$ cat src/rtl/oled_motion_pkg.sv
// rtl/oled_motion_pkg.sv - shared OLED geometry, colours and motion state encoding
package oled_motion_pkg;

  localparam int OLED_W = 96;
  localparam int OLED_H = 64;

  localparam logic [15:0] COLOUR_BLACK = 16'h0000;
  localparam logic [15:0] COLOUR_WHITE = 16'hFFFF;
  localparam logic [15:0] COLOUR_GREEN = 16'h07E0;

  typedef enum logic [2:0] {
    S_IDLE     = 3'd0,
    S_MOVE_DN  = 3'd1,
    S_DWELL_HI = 3'd2,
    S_MOVE_UP  = 3'd3,
    S_DWELL_LO = 3'd4
  } motion_state_t;

endpackage

$ cat src/rtl/digit_motion_ctrl_if.sv
// rtl/digit_motion_ctrl_if.sv - control and anchor signals between sequencer and its host
interface digit_motion_ctrl_if;
  logic       set;
  logic       pause;
  logic       frame_start;
  logic [6:0] base_x;
  logic [6:0] base_y;
  logic       dir;
  logic       busy;
  logic       end_pulse;

  modport master (
    output set, pause, frame_start,
    input  base_x, base_y, dir, busy, end_pulse
  );

  modport slave (
    input  set, pause, frame_start,
    output base_x, base_y, dir, busy, end_pulse
  );
endinterface

$ cat src/rtl/digit_motion_ctrl_step_prescaler.sv
// rtl/digit_motion_ctrl_step_prescaler.sv - divides clk into one-cycle motion step ticks
module step_prescaler #(
  parameter int STEP_DIV = 4000000
) (
  input  logic clk,
  input  logic rst_n,
  input  logic i_en,
  input  logic i_clr,
  output logic o_tick
);
  localparam int CW = $clog2(STEP_DIV);
  localparam logic [CW-1:0] LAST = CW'(STEP_DIV - 1);
  localparam logic [CW-1:0] ONE  = CW'(1);

  logic [CW-1:0] r_cnt;

  always_ff @(posedge clk or negedge rst_n) begin
    if (!rst_n) begin
      r_cnt <= '0;
    end else if (i_clr) begin
      r_cnt <= '0;
    end else if (i_en) begin
      r_cnt <= (r_cnt == LAST) ? '0 : r_cnt + ONE;
    end
  end

  assign o_tick = i_en && (r_cnt == LAST);
endmodule

$ cat src/rtl/digit_motion_ctrl.sv
// rtl/digit_motion_ctrl.sv - steps the digit sprite anchor between row bounds with end dwell
// and commits the anchor row only on frame boundaries.
module digit_motion_ctrl
  import oled_motion_pkg::*;
#(
  parameter int OLED_HEIGHT  = 64,
  parameter int DIGIT_HEIGHT = 24,
  parameter int FIXED_X      = 40,
  parameter int STEP_DIV     = 4000000,
  parameter int DWELL_STEPS  = 4
) (
  input logic               clk,
  input logic               rst_n,
  digit_motion_ctrl_if.slave bus
);
  localparam logic [6:0] UB = 7'(OLED_HEIGHT - DIGIT_HEIGHT);
  localparam int DW_W = (DWELL_STEPS > 1) ? $clog2(DWELL_STEPS) : 1;
  localparam logic [DW_W-1:0] DW_LAST = DW_W'((DWELL_STEPS > 0) ? DWELL_STEPS - 1 : 0);
  localparam logic [DW_W-1:0] DW_ONE  = DW_W'(1);

  motion_state_t   r_state, w_state_nxt;
  logic [6:0]      r_pos_y, w_pos_nxt;
  logic [6:0]      r_base_y;
  logic            r_dir, w_dir_nxt;
  logic            r_end_pulse, w_end_nxt;
  logic [DW_W-1:0] r_dwell, w_dwell_nxt;
  logic            w_tick;

  step_prescaler #(.STEP_DIV(STEP_DIV)) u_prescaler (
    .clk    (clk),
    .rst_n  (rst_n),
    .i_en   ((r_state != S_IDLE) && !bus.pause),
    .i_clr  (r_state == S_IDLE),
    .o_tick (w_tick)
  );

  always_ff @(posedge clk or negedge rst_n) begin
    if (!rst_n) begin
      r_state     <= S_IDLE;
      r_pos_y     <= '0;
      r_dir       <= 1'b0;
      r_end_pulse <= 1'b0;
      r_dwell     <= '0;
      r_base_y    <= '0;
    end else begin
      r_state     <= w_state_nxt;
      r_pos_y     <= w_pos_nxt;
      r_dir       <= w_dir_nxt;
      r_end_pulse <= w_end_nxt;
      r_dwell     <= w_dwell_nxt;
      // Commit samples the pre-step position so a coincident step lands next frame.
      if (bus.frame_start) r_base_y <= r_pos_y;
    end
  end

  always_comb begin
    w_state_nxt = r_state;
    w_pos_nxt   = r_pos_y;
    w_dir_nxt   = r_dir;
    w_dwell_nxt = r_dwell;
    w_end_nxt   = 1'b0;
    if (bus.pause) begin
      w_state_nxt = r_state;
    end else if (!bus.set) begin
      // Position and direction survive so the sweep resumes where it stopped.
      w_state_nxt = S_IDLE;
      w_dwell_nxt = '0;
    end else begin
      case (r_state)
        S_IDLE: begin
          w_state_nxt = r_dir ? S_MOVE_UP : S_MOVE_DN;
          w_dwell_nxt = '0;
        end
        S_MOVE_DN: begin
          if (w_tick) begin
            w_pos_nxt = r_pos_y + 7'd1;
            if (w_pos_nxt == UB) begin
              w_dir_nxt   = 1'b1;
              w_end_nxt   = 1'b1;
              w_state_nxt = (DWELL_STEPS == 0) ? S_MOVE_UP : S_DWELL_HI;
            end
          end
        end
        S_DWELL_HI: begin
          if (w_tick) begin
            if (r_dwell == DW_LAST) begin
              w_dwell_nxt = '0;
              w_state_nxt = S_MOVE_UP;
            end else begin
              w_dwell_nxt = r_dwell + DW_ONE;
            end
          end
        end
        S_MOVE_UP: begin
          if (w_tick) begin
            w_pos_nxt = r_pos_y - 7'd1;
            if (w_pos_nxt == 7'd0) begin
              w_dir_nxt   = 1'b0;
              w_end_nxt   = 1'b1;
              w_state_nxt = (DWELL_STEPS == 0) ? S_MOVE_DN : S_DWELL_LO;
            end
          end
        end
        S_DWELL_LO: begin
          if (w_tick) begin
            if (r_dwell == DW_LAST) begin
              w_dwell_nxt = '0;
              w_state_nxt = S_MOVE_DN;
            end else begin
              w_dwell_nxt = r_dwell + DW_ONE;
            end
          end
        end
        default: w_state_nxt = S_IDLE;
      endcase
    end
  end

  assign bus.base_x    = 7'(FIXED_X);
  assign bus.base_y    = r_base_y;
  assign bus.dir       = r_dir;
  assign bus.busy      = (r_state != S_IDLE);
  assign bus.end_pulse = r_end_pulse;
endmodule

$ cat src/flat_wrapper.sv
// flat-port wrapper written by rule: the top's interface ports become plain ports
module digit_motion_ctrl_flat import oled_motion_pkg::*;
#(
  parameter int OLED_HEIGHT  = 64,
  parameter int DIGIT_HEIGHT = 24,
  parameter int FIXED_X      = 40,
  parameter int STEP_DIV     = 4000000,
  parameter int DWELL_STEPS  = 4
)
  (clk, rst_n, bus_set, bus_pause, bus_frame_start, bus_base_x, bus_base_y, bus_dir, bus_busy, bus_end_pulse);
  digit_motion_ctrl_if bus_i ();
  input logic clk;
  input logic rst_n;
  input wire logic [$bits(bus_i.set)-1:0] bus_set;
  input wire logic [$bits(bus_i.pause)-1:0] bus_pause;
  input wire logic [$bits(bus_i.frame_start)-1:0] bus_frame_start;
  output wire logic [$bits(bus_i.base_x)-1:0] bus_base_x;
  output wire logic [$bits(bus_i.base_y)-1:0] bus_base_y;
  output wire logic [$bits(bus_i.dir)-1:0] bus_dir;
  output wire logic [$bits(bus_i.busy)-1:0] bus_busy;
  output wire logic [$bits(bus_i.end_pulse)-1:0] bus_end_pulse;
  assign bus_i.set = bus_set;
  assign bus_i.pause = bus_pause;
  assign bus_i.frame_start = bus_frame_start;
  assign bus_base_x = bus_i.base_x;
  assign bus_base_y = bus_i.base_y;
  assign bus_dir = bus_i.dir;
  assign bus_busy = bus_i.busy;
  assign bus_end_pulse = bus_i.end_pulse;
  digit_motion_ctrl #(.OLED_HEIGHT(OLED_HEIGHT), .DIGIT_HEIGHT(DIGIT_HEIGHT), .FIXED_X(FIXED_X), .STEP_DIV(STEP_DIV), .DWELL_STEPS(DWELL_STEPS)) u_core (.clk(clk), .rst_n(rst_n), .bus(bus_i));
endmodule
$ cat config.mk
export PLATFORM = sky130hd
export DESIGN_NAME = digit_motion_ctrl_flat
export DESIGN_NICKNAME = d
export VERILOG_FILES = /design/src/rtl/oled_motion_pkg.sv /design/src/rtl/digit_motion_ctrl_if.sv /design/src/rtl/digit_motion_ctrl_step_prescaler.sv /design/src/rtl/digit_motion_ctrl.sv /design/src/flat_wrapper.sv
export SDC_FILE = /design/constraint.sdc
export NUM_CORES = 1
export LEC_CHECK = 0
export CAP_MARGIN = 10
export CORE_ASPECT_RATIO = 0.6
export CORE_MARGIN = 2
export CORE_UTILIZATION = 62
export CTS_CLUSTER_DIAMETER = 150
export CTS_CLUSTER_SIZE = 16
export DETAILED_ROUTE_END_ITERATION = 7
export PLACE_DENSITY = 0.95
export RECOVER_POWER = 100
export SETUP_SLACK_MARGIN = 0.2
export SLEW_MARGIN = 20
export SYNTH_ARGS = -nofsm -noshare
export SYNTH_HDL_FRONTEND = slang
export SYNTH_HIERARCHICAL = 1
export SYNTH_SLANG_ARGS = --single-unit
$ cat constraint.sdc
create_clock -name clk -period 5.4 [get_ports clk]
set_input_delay 1.35 -clock clk [delete_from_list [all_inputs] [get_ports clk]]
set_output_delay 1.35 -clock clk [all_outputs]
set_load 0.005 [all_outputs]
; Yosys cells after proc, flatten, opt, wreduce, memory -nomap -nowiden
; Cells that the tools add are included.
[word_totals]
reg_bits = 43
latchBits = 0
mem_bits_rw = 0
romBits = 0
inputBits = 5
out_inout_bits = 17
word_cells = 79
memories = 0
[classes]
addsub = 4
multipliers = 0
n_div = 0
magnitude_cmp = 0
n_eq_ne = 21
shift = 0
mux = 33
n_bitwise = 1
n_reduce_logical = 13
[ops]
columns = operator, n
row1 = $mux W22, 3
row2 = $mux W3, 9
row3 = $add A22 B1 Y22 const B, 1
row4 = $eq A22 B22 Y1 const B, 1
row5 = $ne A3 B2 Y1 const B, 6
row6 = $pmux W3 S5, 1
row7 = $mux W7, 2
row8 = $pmux W7 S2, 1
row9 = $ne A3 B3 Y1 const B, 4
row10 = $mux W1, 10
row11 = $reduce_and A9 Y1, 1
row12 = $mux W2, 4
row13 = $add A7 B1 Y7 const B, 1
row14 = $eq A7 B6 Y1 const B, 1
row15 = $logic_not A7 Y1, 1
row16 = $reduce_and A7 Y1, 1
row17 = $sub A7 B1 Y7 const B, 1
row18 = $eq A3 B2 Y1 const B, 2
row19 = $reduce_and A5 Y1, 1
row20 = $ne A2 B1 Y1 const B, 2
row21 = $ne A2 B2 Y1 const B, 2
row22 = $pmux W1 S2, 2
row23 = $pmux W2 S2, 1
row24 = $reduce_bool A2 Y1, 2
row25 = 11 further kinds, 12

; Depth between registers and ports, before layout
[logic_depth]
ltp_word = 7
depth_mapped = 12
ltp_nobuf = 9

; Cells and area by module
; The synthesis kept the hierarchy.
[by_module_without_submodules]
columns = module, instances, cells_each, area_per_inst_um2
row1 = digit_motion_ctrl, 1, 143, 1410.1
row2 = step_prescaler, 1, 141, 1302.5

; Least setup slack after synthesis
; Ideal clock, no wire load.
[synth_path]
kind = input-to-reg
from = input port bus_pause
to = register u_core.r_dir (netlist: u_core/bus.dir)
setup_time_ps = 122
arrival_time_ps = 2917
required_ps = 5278
setup_slack_ps = 2361
path_stages = 9
path_cell_list = nor2_1 > buf_6 > clkbuf_1 > inv_1 > nor3_1 > nor4b_1 > buf_2 > o211ai_1 > o2bb2ai_1
[synth_between]
elab_chain_cells = 5
elab_cells_between_ends = 7
[synth_rtl]
columns = element, line
row1 = start: declaration, flat_wrapper.sv:15  ; input wire logic [$bits(bus_i.pause)-1:0] bus_pause;
row2 = $logic_not A1 Y1 (*), digit_motion_ctrl.sv:32  ; .i_en ((r_state != S_IDLE) && !bus.pause),
row3 = $logic_and A1 B1 Y1 (*), digit_motion_ctrl.sv:32
row4 = $logic_and A1 B1 Y1 (*), digit_motion_ctrl_step_prescaler.sv:27  ; assign o_tick = i_en && (r_cnt == LAST);
row5 = via u_core.w_tick, digit_motion_ctrl.sv:27  ; logic w_tick;
row6 = $ne A2 B2 Y1 (no line), -
row7 = $reduce_and A7 Y1 (no line) (*), -
row8 = end signal: assignment, digit_motion_ctrl.sv:48  ; r_dir <= w_dir_nxt;
row9 = end: declaration, digit_motion_ctrl.sv:24  ; logic r_dir, w_dir_nxt;
; The timed path passes the listed nets; every way through them passes the cells marked *.
; A chain may end at the register's enable or synchronous reset.

; Worst setup path in the final report
[layout_path]
from = input port bus_pause
to = register u_core.r_pos_y[3]
[layout_between]
elab_chain_cells = 5
elab_cells_between_ends = 7
[layout_rtl]
columns = element, line
row1 = $logic_not A1 Y1 (*), digit_motion_ctrl.sv:32
row2 = $logic_and A1 B1 Y1 (*), digit_motion_ctrl.sv:32
row3 = $logic_and A1 B1 Y1 (*), digit_motion_ctrl_step_prescaler.sv:27
row4 = via u_core.w_tick, digit_motion_ctrl.sv:27
row5 = $ne A2 B2 Y1 (no line), -
row6 = $reduce_and A5 Y1 (no line) (*), -
row7 = end signal: assignment, digit_motion_ctrl.sv:47  ; r_pos_y <= w_pos_nxt;
row8 = end: declaration, digit_motion_ctrl.sv:22  ; logic [6:0] r_pos_y, w_pos_nxt;
; Marked as above.

==> flow_summary.ini <==
[grt]
grt_util_all_layers_pct = 27.0
overflow = 0
grt_antenna_before_repair = 0
grt.busiest_layer = met1
use_met3_pct = 6.58
grt_pass1_wl_mm = 10.4
grt_max_degree = 44
grt_pass1_vias = 2185
grt_use_met2_pct = 35.7
use_met1_pct = 42.0

[placed_design]
port-buffer-count = 14
placed_area_um2 = 2820
dp_cells = 344
place_hpwl_mm = 4.12
gp_congestion = 0.854

[die]
coreArea_um2 = 4140
die_w_um = 89.4
initial_utilization_pct = 65.5
ios = 22
dieArea_um2 = 4940
die_h_um = 55.2
row_count = 18

[setup_path]
worstPathRequired_ps = 5580
critical-path-top-delay-family = simple AND/OR/NAND/NOR gates
reg2reg_setup_slack_ps = 1930
critPathMaxFanout = 19
slowest_delay_ps = 840
slowest_stage = nor2_1
r2r-start = u_core/r_state[2]
end_kind = flip-flop
worst_setup_path_start_kind = input pin
worst-path-buf-inv = 3
reg2reg_to = u_core/r_pos_y[3]
critical_path_arrival_ps = 4410
reg2reg_depth = 9
crit_cells = 8
timing_worst_setup_path_type = input pin to flip-flop
crit_chain = dlygate4sd3_1, nor2_1, inv_1, nor3_1, nor4b_1, clkbuf_1, o21ai_0, xnor2_1

[synth]
yosys.cell_types.count = 63
synth.top_cell.area_share_pct = 39.7
ys_async_sr_fraction_pct = 100
synth_flop_cell = dfrtp_1
synth_common_cells = dfrtp_1 (43), nand2_1 (29), nor2_1 (22)
synthTopCellsByArea = dfrtp_1 (40%), xnor2_1 (4.8%), mux2_2 (4.2%)
yosysMostFrequentCell = dfrtp_1
synth-edff-count = 0
yosys_warnings = 6
synthCells = 284
yosys.area.top_type = dfrtp_1
synth-seq-cells = 43
ys_seq_area_share_pct = 39.7
synth_area_per_cell_um2 = 9.55
synth_area_um2 = 2710

[cells_and_area]
final_layout_size_suffix_gt1_share_pct = 11.3
fin_area_um2 = 2910
final_core_util_pct = 70.1
stdcell_count = 352
area_growth_pct = 7.10
final_nets = 301
antenna_cells = 0

[drt]
remaining_drc_errors = 0
wl_per_cell_um = 16.9
vias = 2239
ant_nets = 0
routed_wirelength_mm = 5.94
drt-pass1-iter-count = 5
drt_iter0_markers = 151
vias_per_cell = 6.36

[sta]
slew_headroom_pct = -48.2
setup_violations = 0
min_period_over_period_pct = 78.5
finalMaxSlewViolations = 44
worstMarginPinSlew_ps = 2220
skew_ps = 9.09
finalSetupTns_ps = 0
finalCriticalPeriod_ps = 4240
rsz0062_at_grt = no
fmax_mhz = 236
hold_violations = 0
worst_hold_slack_ps = 508

[outcome]
violations = max-capacitance violations, max-slew violations
status = finished with violations

[clock_network]
numCtsBuffers = 5
cts_setup_buffers = 0
cts_buffer_depth = 2
cts_resized = 0
clock_latency_ps = 310
root_buffer = clkbuf_8
clk_transition_reported_paths_ps = 80
clock_sinks = 43
cts_tree = built
hold_buffers = 0
htreeDepth = 2

[run]
max_cap_violations = 1

[power]
p_leak_uw = 0.00118
ir_worst_vdd_v = 0.000131
pwr_density_cell_nw_per_um2 = 309

[worst_hold_path]
min_delay_path_depth = 1
worstHoldStart = u_core/bus.base_y[1]
hold_end = u_core/bus.base_y[1]
hold_path.class = flip-flop to flip-flop
[sequential cells by signal, indices dropped and copies added, names as in the netlist]
signal / count
u_core/u_prescaler/r_cnt: 22
u_core/bus.base_y: 7
u_core/r_pos_y: 7
u_core/r_state: 3
u_core/r_dwell: 2
u_core/bus.dir: 1
u_core/bus.end_pulse: 1
[power by group]
group	internal (uW)	switching [uW]
sequential	352	47.3
clock	150	115
combinational	81.4	152
[cell usage in the layout (no fill, tap or decap), types with 3 or more instances in the layout]
master / Yosys / routed
dfrtp_1: 43 / 43
or3_1: 4 / 4
nand4_1: 8 / 8
nor4_1: 7 / 7
nor3_1: 6 / 6
mux2_2: 10 / 9
dlygate4sd3_1: 0 / 12
o211ai_1: 4 / 4
nor4b_1: 3 / 3
a21oi_1: 10 / 10
clkbuf_8: 0 / 6
nor2_1: 22 / 22
o21ai_0: 9 / 11
nand2_1: 29 / 29
nand3_1: 7 / 7
xor2_1: 5 / 5
and3_1: 4 / 4
ha_1: 5 / 5
nand2b_1: 4 / 4
and2_1: 4 / 4
conb_1: 2 / 7
xnor2_1: 15 / 15
inv_1: 11 / 11
and4_1: 5 / 5
[area by class of cell]
class	instances	area (um^2)
clock buffers	6	82.6
well taps	60	75.1
clock inverters	2	35.0
multi-input cells	214	1450
repair buffers	15	138
inverters	12	45.0
flip-flops and latches	43	1080
fillers	309	1240
[layer usage]
layer | part of all wire (%) | wire length [um] | vias to the layer above
met1 | 47 | 2780 | 1085
met4 | 2.2 | 128 | 0
li1 | - | - | 1023
met5 | 0 | 0 | -
met2 | 43 | 2580 | 117
met3 | 7.7 | 458 | 14
[cell families after synthesis]
family,count (synthesis),share of synthesized area [%]
multiplexers,10,4.15
adder cells (fa/ha/maj),5,2.31
flip-flops,43,39.7
XOR/XNOR,20,6.46
AO/OA/AOI/OAI,50,14.6
buffers and inverters,32,6.50
AND/OR/NAND/NOR,122,26.0
other,2,0.277
[per-stage QoR]
| step | setup slack [ps] | total power [uW] |
|---|---|---|
| finish | 1160 | 897 |
| global route | 889 | 948 |
| CTS | 1510 | 905 |
| detailed placement | 1270 | 641 |
| global placement | 1480 | 627 |
| floorplan | 2360 | 589 |
[worst register-to-register path: stages (launching register included)]
cell and delay [ps]:
dfrtp_1 560, or3_1 190, inv_2 130, nor2_1 840
inv_1 110, nor3_1 410, nor4b_1 300, clkbuf_1 410
o21ai_0 220, xnor2_1 170
[how the worst max path moves through the flow]
| stage | slack (ps) | endpoint | start |
|---|---|---|---|
| 2_1_floorplan | 2360 | u_core/bus.dir | bus_pause |
| 3_3_place_gp | 1480 | u_core/r_dwell[1] | bus_pause |
| 3_5_place_dp | 1270 | u_core/r_pos_y[3] | bus_pause |
| 4_1_cts | 1510 | u_core/r_pos_y[3] | bus_pause |
| 5_1_grt | 890 | u_core/r_pos_y[3] | bus_pause |
| 6_report | 1160 | u_core/r_pos_y[3] | bus_pause |
Note: power is estimated with default switching activity, not from simulation.
